## config.mk

```make
export PLATFORM = sky130hd
export DESIGN_NAME = uart_rx_frontend
export DESIGN_NICKNAME = d
export VERILOG_FILES = /design/src/rtl/uart_pkg.sv /design/src/rtl/sync_2ff.sv /design/src/rtl/uart_rx_frontend.sv
export SDC_FILE = /design/constraint.sdc
export NUM_CORES = 1
export LEC_CHECK = 0
export CAP_MARGIN = 20
export CORE_MARGIN = 2
export CORE_UTILIZATION = 40
export CTS_CLUSTER_SIZE = 40
export DETAILED_ROUTE_END_ITERATION = 10
export SETUP_SLACK_MARGIN = 0.5
export SLEW_MARGIN = 30
export SYNTH_ARGS = -nofsm -noshare
export SYNTH_HDL_FRONTEND = slang
export SYNTH_SLANG_ARGS = --single-unit
```

## constraint.sdc

```tcl
create_clock -name clk -period 1.9 [get_ports clk]
set_clock_uncertainty 0.05 [all_clocks]
set_input_delay 0.57 -clock clk [delete_from_list [all_inputs] [get_ports clk]]
set_output_delay 0.57 -clock clk [all_outputs]
set_load 0.03 [all_outputs]
```

## src/rtl/uart_pkg.sv

```systemverilog
// Shared types and helpers for the UART receive path.
package uart_pkg;

  localparam int unsigned UART_DATA_W = 8;

  typedef enum logic [1:0] {
    StIdle,
    StStart,
    StData,
    StStop
  } rx_state_t;

  // Core clock cycles per line symbol.
  function automatic int unsigned symbol_edge_time(input int unsigned clock_freq,
                                                   input int unsigned baud_rate);
    return clock_freq / baud_rate;
  endfunction

endpackage

```

## src/rtl/sync_2ff.sv

```systemverilog
// Two-flop synchronizer for a single asynchronous bit, resets to 1 (idle line level).
module sync_2ff (
  input  logic clk_i,
  input  logic rst_ni,
  input  logic d_i,
  output logic q_o
);

  logic meta_q;
  logic sync_q;

  // Two back-to-back capture stages; the first may go metastable.
  always_ff @(posedge clk_i or negedge rst_ni) begin
    if (!rst_ni) begin
      meta_q <= 1'b1;
      sync_q <= 1'b1;
    end else begin
      meta_q <= d_i;
      sync_q <= meta_q;
    end
  end

  assign q_o = sync_q;

endmodule

```

## src/rtl/uart_rx_frontend.sv

```systemverilog
// 8N1 UART receiver: samples mid-symbol, hands bytes over on a ready/valid port and
// reports framing errors (pulse) and overruns (sticky) for the CPU status register.
module uart_rx_frontend
  import uart_pkg::*;
#(
  parameter int unsigned CLOCK_FREQ = 50_000_000,
  parameter int unsigned BAUD_RATE  = 115_200
) (
  input  logic                   clk,
  input  logic                   rst_n,
  input  logic                   serial_in,
  output logic [UART_DATA_W-1:0] data_out,
  output logic                   data_out_valid,
  input  logic                   data_out_ready,
  output logic                   framing_error,
  output logic                   overrun,
  input  logic                   overrun_clr,
  output logic                   rx_busy
);

  localparam int unsigned SymbolEdgeTime = symbol_edge_time(CLOCK_FREQ, BAUD_RATE);
  localparam int unsigned SampleTime     = SymbolEdgeTime / 2;
  localparam int unsigned CntW           = $clog2(SymbolEdgeTime);

  localparam logic [CntW-1:0] SymLast    = CntW'(SymbolEdgeTime - 1);
  localparam logic [CntW-1:0] SampleLast = CntW'(SampleTime - 1);

  logic rx_s;

  rx_state_t              state_q, state_d;
  logic [CntW-1:0]        clk_cnt_q, clk_cnt_d;
  logic [2:0]             bit_cnt_q, bit_cnt_d;
  logic [UART_DATA_W-1:0] shift_q, shift_d;
  logic [UART_DATA_W-1:0] data_q, data_d;
  logic                   valid_q, valid_d;
  logic                   fe_q, fe_d;
  logic                   ovr_q, ovr_d;

  logic start_hit, bit_hit, stop_hit;
  logic byte_done, xfer;

  sync_2ff u_sync (
    .clk_i  (clk),
    .rst_ni (rst_n),
    .d_i    (serial_in),
    .q_o    (rx_s)
  );

  // FSM state register.
  always_ff @(posedge clk or negedge rst_n) begin
    if (!rst_n) begin
      state_q <= StIdle;
    end else begin
      state_q <= state_d;
    end
  end

  // FSM next state.
  always_comb begin
    state_d = state_q;
    unique case (state_q)
      StIdle:  if (!rx_s) state_d = StStart;
      StStart: if (clk_cnt_q == SampleLast) state_d = rx_s ? StIdle : StData;
      StData:  if (clk_cnt_q == SymLast && bit_cnt_q == 3'd7) state_d = StStop;
      StStop:  if (clk_cnt_q == SymLast) state_d = StIdle;
      default: state_d = StIdle;
    endcase
  end

  // FSM outputs: busy flag and the per-state sampling strobes.
  always_comb begin
    rx_busy   = (state_q != StIdle);
    start_hit = (state_q == StStart) && (clk_cnt_q == SampleLast);
    bit_hit   = (state_q == StData) && (clk_cnt_q == SymLast);
    stop_hit  = (state_q == StStop) && (clk_cnt_q == SymLast);
  end

  // Datapath next state: counters, shifter, output holding register and status flags.
  always_comb begin
    clk_cnt_d = clk_cnt_q;
    bit_cnt_d = bit_cnt_q;
    shift_d   = shift_q;
    data_d    = data_q;
    valid_d   = valid_q;
    ovr_d     = ovr_q;

    // Counter restarts at every sampling point so it never wraps on its own.
    if (state_q == StIdle || start_hit || bit_hit || stop_hit) begin
      clk_cnt_d = '0;
    end else begin
      clk_cnt_d = clk_cnt_q + 1'b1;
    end

    if (start_hit) begin
      bit_cnt_d = 3'd0;
    end else if (bit_hit) begin
      bit_cnt_d = bit_cnt_q + 3'd1;
      shift_d   = {rx_s, shift_q[UART_DATA_W-1:1]};
    end

    byte_done = stop_hit && rx_s;
    fe_d      = stop_hit && !rx_s;
    xfer      = valid_q && data_out_ready;

    if (xfer) valid_d = 1'b0;

    // A completing byte replaces the held one only if the slot is free or being emptied.
    if (byte_done) begin
      if (!valid_q || xfer) begin
        data_d  = shift_q;
        valid_d = 1'b1;
      end
    end

    // Set beats clear when both happen together.
    if (byte_done && valid_q && !xfer) begin
      ovr_d = 1'b1;
    end else if (overrun_clr) begin
      ovr_d = 1'b0;
    end
  end

  // Datapath registers.
  always_ff @(posedge clk or negedge rst_n) begin
    if (!rst_n) begin
      clk_cnt_q <= '0;
      bit_cnt_q <= '0;
      shift_q   <= '0;
      data_q    <= '0;
      valid_q   <= 1'b0;
      fe_q      <= 1'b0;
      ovr_q     <= 1'b0;
    end else begin
      clk_cnt_q <= clk_cnt_d;
      bit_cnt_q <= bit_cnt_d;
      shift_q   <= shift_d;
      data_q    <= data_d;
      valid_q   <= valid_d;
      fe_q      <= fe_d;
      ovr_q     <= ovr_d;
    end
  end

  assign data_out       = data_q;
  assign data_out_valid = valid_q;
  assign framing_error  = fe_q;
  assign overrun        = ovr_q;

endmodule

```

Word-level counts from Yosys, hierarchy flattened
Index checks and enable logic that the tools add are counted.
{"block": "totals", "ff_bits": 35, "output_inout_bits": 12, "inputBits": 5}
{"block": "classes", "mux": 14, "reduce_logical": 23, "bitwise_logic": 1, "n_eq_ne": 10, "addsub": 2}
{"op": "$mux W2", "n": 5}
{"op": "$add A9 B1 Y9 const B", "n": 1}
{"op": "$eq A9 B8 Y1 const B", "n": 1}
{"op": "$eq A9 B9 Y1 const B", "n": 1}
{"op": "$logic_and A1 B1 Y1", "n": 9}
{"op": "$mux W9", "n": 1}
{"op": "$pmux W2 S4", "n": 1}
{"op": "$mux W3", "n": 2}
{"op": "$ne A2 B2 Y1 const B", "n": 3}
{"op": "$reduce_bool A2 Y1", "n": 3}
{"op": "$mux W1", "n": 5}
{"op": "$eq A2 B2 Y1 const B", "n": 2}
{"op": "$logic_or A1 B1 Y1", "n": 4}
{"op": "$reduce_and A2 Y1", "n": 2}
{"op": "$reduce_and A4 Y1", "n": 1}
{"op": "$add A3 B1 Y3 const B", "n": 1}
{"op": "$eq A3 B3 Y1 const B", "n": 1}
{"op": "$logic_not A1 Y1", "n": 3}
{"op": "$eq A2 B1 Y1 const B", "n": 1}
{"op": "$logic_not A2 Y1", "n": 1}
{"op": "$ne A2 B1 Y1 const B", "n": 1}
{"op": "$not A1 Y1", "n": 1}

Logic depth before layout (Yosys ltp)
{"block": "logic_depth", "depth_word": 6, "depth_mapped": 7}

By module
A second synthesis with hierarchy kept.
{"block": "unflattened", "hier_cells": 133, "hier_area_um2": 1616.6}
{"mod": "uart_rx_frontend", "cells_per_inst": 131, "seq_area_each_um2": 825.8, "area_per_inst_um2": 1564.0, "n_inst": 1}
{"mod": "sync_2ff", "cells_per_inst": 2, "seq_area_each_um2": 52.6, "area_per_inst_um2": 52.6, "n_inst": 1}

Least setup slack after synthesis
Ideal clock, no wire load.
{"block": "synth_timing", "path_type": "reg-to-reg", "from": "register clk_cnt_q[1]", "to": "register data_q[0], in the netlist data_out[0]", "t_required_ps": 1725, "arrival_time_ps": 1755, "path_stages_with_launch": 7, "path_buffers": 0, "synth_period_minus_slack_ps": 1930, "path_slack_ps": -30, "cell_sequence": "dfrtp_1 -> inv_1 -> ha_1 -> and4bb_2 -> nand2_4 -> nor4b_4 -> mux2_2"}
{"block": "synth_between", "elab_chain_cells": 4}
{"item": "start, declared", "line_no": "uart_rx_frontend.sv:31", "source": "logic [CntW-1:0] clk_cnt_q, clk_cnt_d;"}
{"item": "start signal, assigned", "line_no": "uart_rx_frontend.sv:134", "source": "clk_cnt_q <= clk_cnt_d;"}
{"item": "$eq A9 B9 Y1", "line_no": "uart_rx_frontend.sv:75", "source": "stop_hit = (state_q == StStop) && (clk_cnt_q == SymLast);"}
{"item": "$logic_and A1 B1 Y1", "line_no": "uart_rx_frontend.sv:75"}
{"item": "$logic_and A1 B1 Y1", "line_no": "uart_rx_frontend.sv:101", "source": "byte_done = stop_hit && rx_s;"}
{"item": "$reduce_and A2 Y1 (no source line)"}
{"item": "end signal, assigned", "line_no": "uart_rx_frontend.sv:137", "source": "data_q <= data_d;"}
{"item": "end, declared", "line_no": "uart_rx_frontend.sv:34", "source": "logic [UART_DATA_W-1:0] data_q, data_d;"}
No other way between the ends.
A chain may end at the register's enable or synchronous reset.

Worst setup path in the final report
{"block": "layout_timing", "from": "input data_out_ready", "to": "register data_q[3], in the netlist data_out[3]"}
{"block": "layout_between", "elab_chain_cells": 3}
{"item": "start, declared", "line_no": "uart_rx_frontend.sv:14", "source": "input logic data_out_ready,"}
{"item": "$logic_and A1 B1 Y1", "line_no": "uart_rx_frontend.sv:103", "source": "xfer = valid_q && data_out_ready;"}
{"item": "$logic_or A1 B1 Y1", "line_no": "uart_rx_frontend.sv:109", "source": "if (!valid_q || xfer) begin"}
{"item": "$reduce_and A2 Y1 (no source line)"}
No other way between the ends.

==> results.txt <==
- In this design, the stage delay of the slowest critical-path cell is 0.45 ns.
* Source of the worst register-to-register timing path: clk_cnt_q[1]
* Power density over the cells: 711 nW/µm²
- Setup total negative slack: 0 ns
- At the pin with the least slew margin, the transition time is 0.326 ns.
- Wire length per cell: 14.6 µm
- Final standard cell utilization of the core: 61.4%
- Internal power consumption: 1.28 mW
- Summing all multi-input logic gate instances after layout gives 729 µm².
- The congestion estimate from routability-driven global placement came to 0.769.
- Final count of negative-setup-slack endpoints: 0
- Fill cell count: 294
- Violation count after the first detailed-route iteration: 13
* Placed wire-length estimate after detailed placement: 1900 µm
- Maximum fanout along the worst path: 8
* Residual antenna-violating net count after detailed routing: 0
- Averaged over all synthesized cells, the footprint is 12.7 µm².
- Warnings, synthesis: 0
- Port buffering added 16 buffers.
* Number of flops mapped to enable cells by yosys: 0
- Synthesis instantiated 30 different standard cells from the library.
- Number of diodes: 0
* CTS Buffer Depth: 2
* Maximum number of pins on one net before global-route repair: 36
- Portion of total power attributed to combinational logic: 1.8%
- Clock power frac: 50.9%
- Count of endpoints failing hold in the final timing report: 0
- Across the VDD grid, the largest voltage drop is 0.538 mV.
* Max-slew headroom: 78.2%
- TritonCTS built the clock tree.
* Count of maximum capacitance violations: 0
* Library cell contributing the largest single delay on the critical path: sky130_fd_sc_hd__clkdlybuf4s50_1
- The top cell type by area accounts for 54.6% of the synthesized area.
- Counting every instance in the synthesized netlist gives 119.
* Total congestion overflow after global routing: 0
- Die X: 65.5 µm
- Post-synthesis net count: 129
- In this run, post-CTS hold repair placed 0 buffers.
- After clock tree synthesis, the clock-pin slew on the worst setup and hold paths is 0.08 ns.
- The max-slew violation count was 0.
- Summing internal, switching and leakage power gives 1.59 mW.
- Part of the cycle the worst path needs: 95.7%
- Prior to clock tree synthesis, the placed netlist has a worst setup slack of -0.181 ns.
- For the worst setup path, the data arrival time is 1.94 ns.
- Initial antenna violation count: 0
* I/O pin count: 17
- Clock Sink Count: 35
* Vias after detailed routing: 1043
- After layout, the worst setup slack is 0.0815 ns.
- Part of the Yosys area used for sequential elements: 58.1%
- Synth Register Bits: 35
- After detailed routing, the number of vias per cell comes to 4.85.
* All-Layer GR Usage: 16.4%
* Setup repair after global routing missed its margin: yes
* Setup CP Type: in2reg
- Effective utilization at floorplan: 41.6%
* # nets final: 176
- The first global-routing pass estimated 5210 µm of wire.
- Cell types with the largest area share after synthesis: sky130_fd_sc_hd__dfrtp_1, sky130_fd_sc_hd__mux2_2, sky130_fd_sc_hd__ha_1
- The clock tree synthesis step divided the H-tree into 2 levels.
- Registers take 878 µm².
- Crit. End Element: flop
* Most frequent cell after synthesis: sky130_fd_sc_hd__dfrtp_1
- Worst-path cell chain: clkdlybuf4s50_1 > nand2b_1 > nor4b_4 > buf_6 > mux2_4
- Data on the critical path is required at its endpoint by 2.02 ns.
- The root buffer cell chosen for the clock tree is sky130_fd_sc_hd__clkbuf_8.
* P&R area growth vs syn: 47.7%
* Tightest Hold Check Type: reg2reg
- Static leakage: 1.10 nW
- Of the cells placed in the final design, the portion with a size suffix greater than 1 is 47.9%.
* Placed cell area: 1820 µm²
- For this run, asynchronously set or reset flops after synthesis account for 100%.
* Area of the placeable core: 3630 µm²
- Summing all non-filler instances in the final layout gives an area of 2230 µm².
- The die covers 4290 µm².
* Sw frac: 19.1%
- For this run, the detailed router's first-pass iteration total came to 2.
* Startpoint of the lowest-slack hold path: u_sync.meta_q
- Sequential fraction of design power: 47.2%
- Prevailing post-synth register cell: sky130_fd_sc_hd__dfrtp_1
* Vert. Die Dim: 65.5 µm
* Vias in the first global route: 1120
* Row cnt: 22
- Run status: finished clean
* Number of remaining DRC errors: 0
- The smallest clock period supported by the final layout is computed as 1.82 ns.
- The most critical setup path has its startpoint at data_out_ready.
* Source-to-sink clock delay at the later pin of the worst-skew pair: 0.30 ns
* Total routed wirelength: 3130 µm
- Area of the mapped netlist: 1510 µm²
- Summed over all nets, the switching power comes to 0.303 mW.
* Library cell occupying the most area in the post-synthesis netlist: sky130_fd_sc_hd__dfrtp_1
- Crit start category: input port
- Sorting the synthesized cells by how often they occur yields sky130_fd_sc_hd__dfrtp_1, sky130_fd_sc_hd__mux2_2, sky130_fd_sc_hd__nor2_1.
- Static timing analysis puts the maximum clock frequency at 0.550 GHz.
- Buffers inserted during clock tree synthesis total 5.
## through the flow
stage	hold slack (ns)	instances
6_report	0.315	215
5_1_grt	0.318	215
4_1_cts	0.317	209
3_5_place_dp	0.304	193
3_3_place_gp	0.304	193
2_1_floorplan	0.224	119
## placed cells by master (no fill, tap or decap), types with 3 or more instances in the layout
master and n:
sky130_fd_sc_hd__ha_1 4, sky130_fd_sc_hd__buf_4 15, sky130_fd_sc_hd__dfrtp_1 33, sky130_fd_sc_hd__xor2_1 5, sky130_fd_sc_hd__nand4_1 3, sky130_fd_sc_hd__xnor2_1 3
sky130_fd_sc_hd__nor2b_1 3, sky130_fd_sc_hd__nor2_1 12, sky130_fd_sc_hd__clkdlybuf4s50_1 4, sky130_fd_sc_hd__inv_1 3, sky130_fd_sc_hd__nand2_1 5, sky130_fd_sc_hd__nor2_2 3
sky130_fd_sc_hd__nand3_1 3, sky130_fd_sc_hd__mux2_4 14, sky130_fd_sc_hd__clkbuf_8 5, sky130_fd_sc_hd__buf_6 20
## path summary, 6_finish.rpt
| path | endpoint | slack [ns] | cells after the start |
|---|---|---|---|
| setup / recovery | data_out[3] | 0.08 | 5 |
| hold / removal | u_sync.q_o | 0.31 | 0 |
| setup reg to reg | data_out[3] | 0.08 | 7 |
| hold reg to reg | u_sync.q_o | 0.31 | 0 |
| max in group asynchronous | u_sync.meta_q | 0.97 | 2 |
| min in group asynchronous | data_out[0] | 0.59 | 2 |
## kinds of logic (layout without fill, tap and decap cells)
| family | count (synthesis) | count (layout) | synth area share, % |
|---|---|---|---|
| AOI/OAI and AO/OA | 6 | 6 | 2.73 |
| xor gates and xnor gates | 8 | 8 | 4.64 |
| adders and majority gates | 5 | 5 | 4.14 |
| buffers and inverters | 5 | 53 | 1.32 |
| DFF | 35 | 35 | 58.1 |
| muxes | 17 | 17 | 12.5 |
| and+or+nand+nor | 43 | 43 | 16.6 |
## flip-flops by register name, indices dropped and copies added (netlist names), named ones only
| signal | cells |
|---|---|
| u_sync.q_o | 1 |
| overrun | 1 |
| clk_cnt_q | 9 |
| u_sync.meta_q | 1 |
| shift_q | 8 |
| state_q | 1 |
| data_out_valid | 1 |
| bit_cnt_q | 3 |
| framing_error | 1 |
| data_out | 8 |
## what timing repair did
action                                  CTS  global route
gates resized for setup                 116            12
buffers inserted                          6             6
endpoints found under the setup margin   44            45
cloned                                    2             0
pin swaps                                10             2
## power by group through the flow
stage                     sequential (mW)  combinational (mW)  clock (mW)
after floorplan                     0.764             0.00180           0
after detailed placement            0.764              0.0302           0
after global placement              0.764              0.0299           0
final                               0.750              0.0292       0.808
after CTS                           0.750              0.0307       0.823
after global routing                0.750              0.0333       0.854
## critical path, delay by kind of cell
family / cells / cell delay, ns
buffers and inverters: 2 / 0.64
muxes: 1 / 0.31
and+or+nand+nor: 2 / 0.41
## final cells by class
type	instances	share of cell area, %
Clock buffer	5	3.08
Multi-Input combinational cell	79	32.7
Timing Repair Buffer	41	18.5
Inverter	4	0.673
Clock inverter	3	3.03
Tap cell	48	2.69
Sequential cell	35	39.3
## per-layer routing
layer / track usage, % / vias to the layer above / routed length (µm)
met5: 0 / - / 0
met4: 8.59 / 0 / 97
met3: 4.11 / 9 / 129
met2: 25.8 / 24 / 1460
met1: 21.0 / 510 / 1450
li1: - / 500 / -
(Power assumes the default switching activity.)
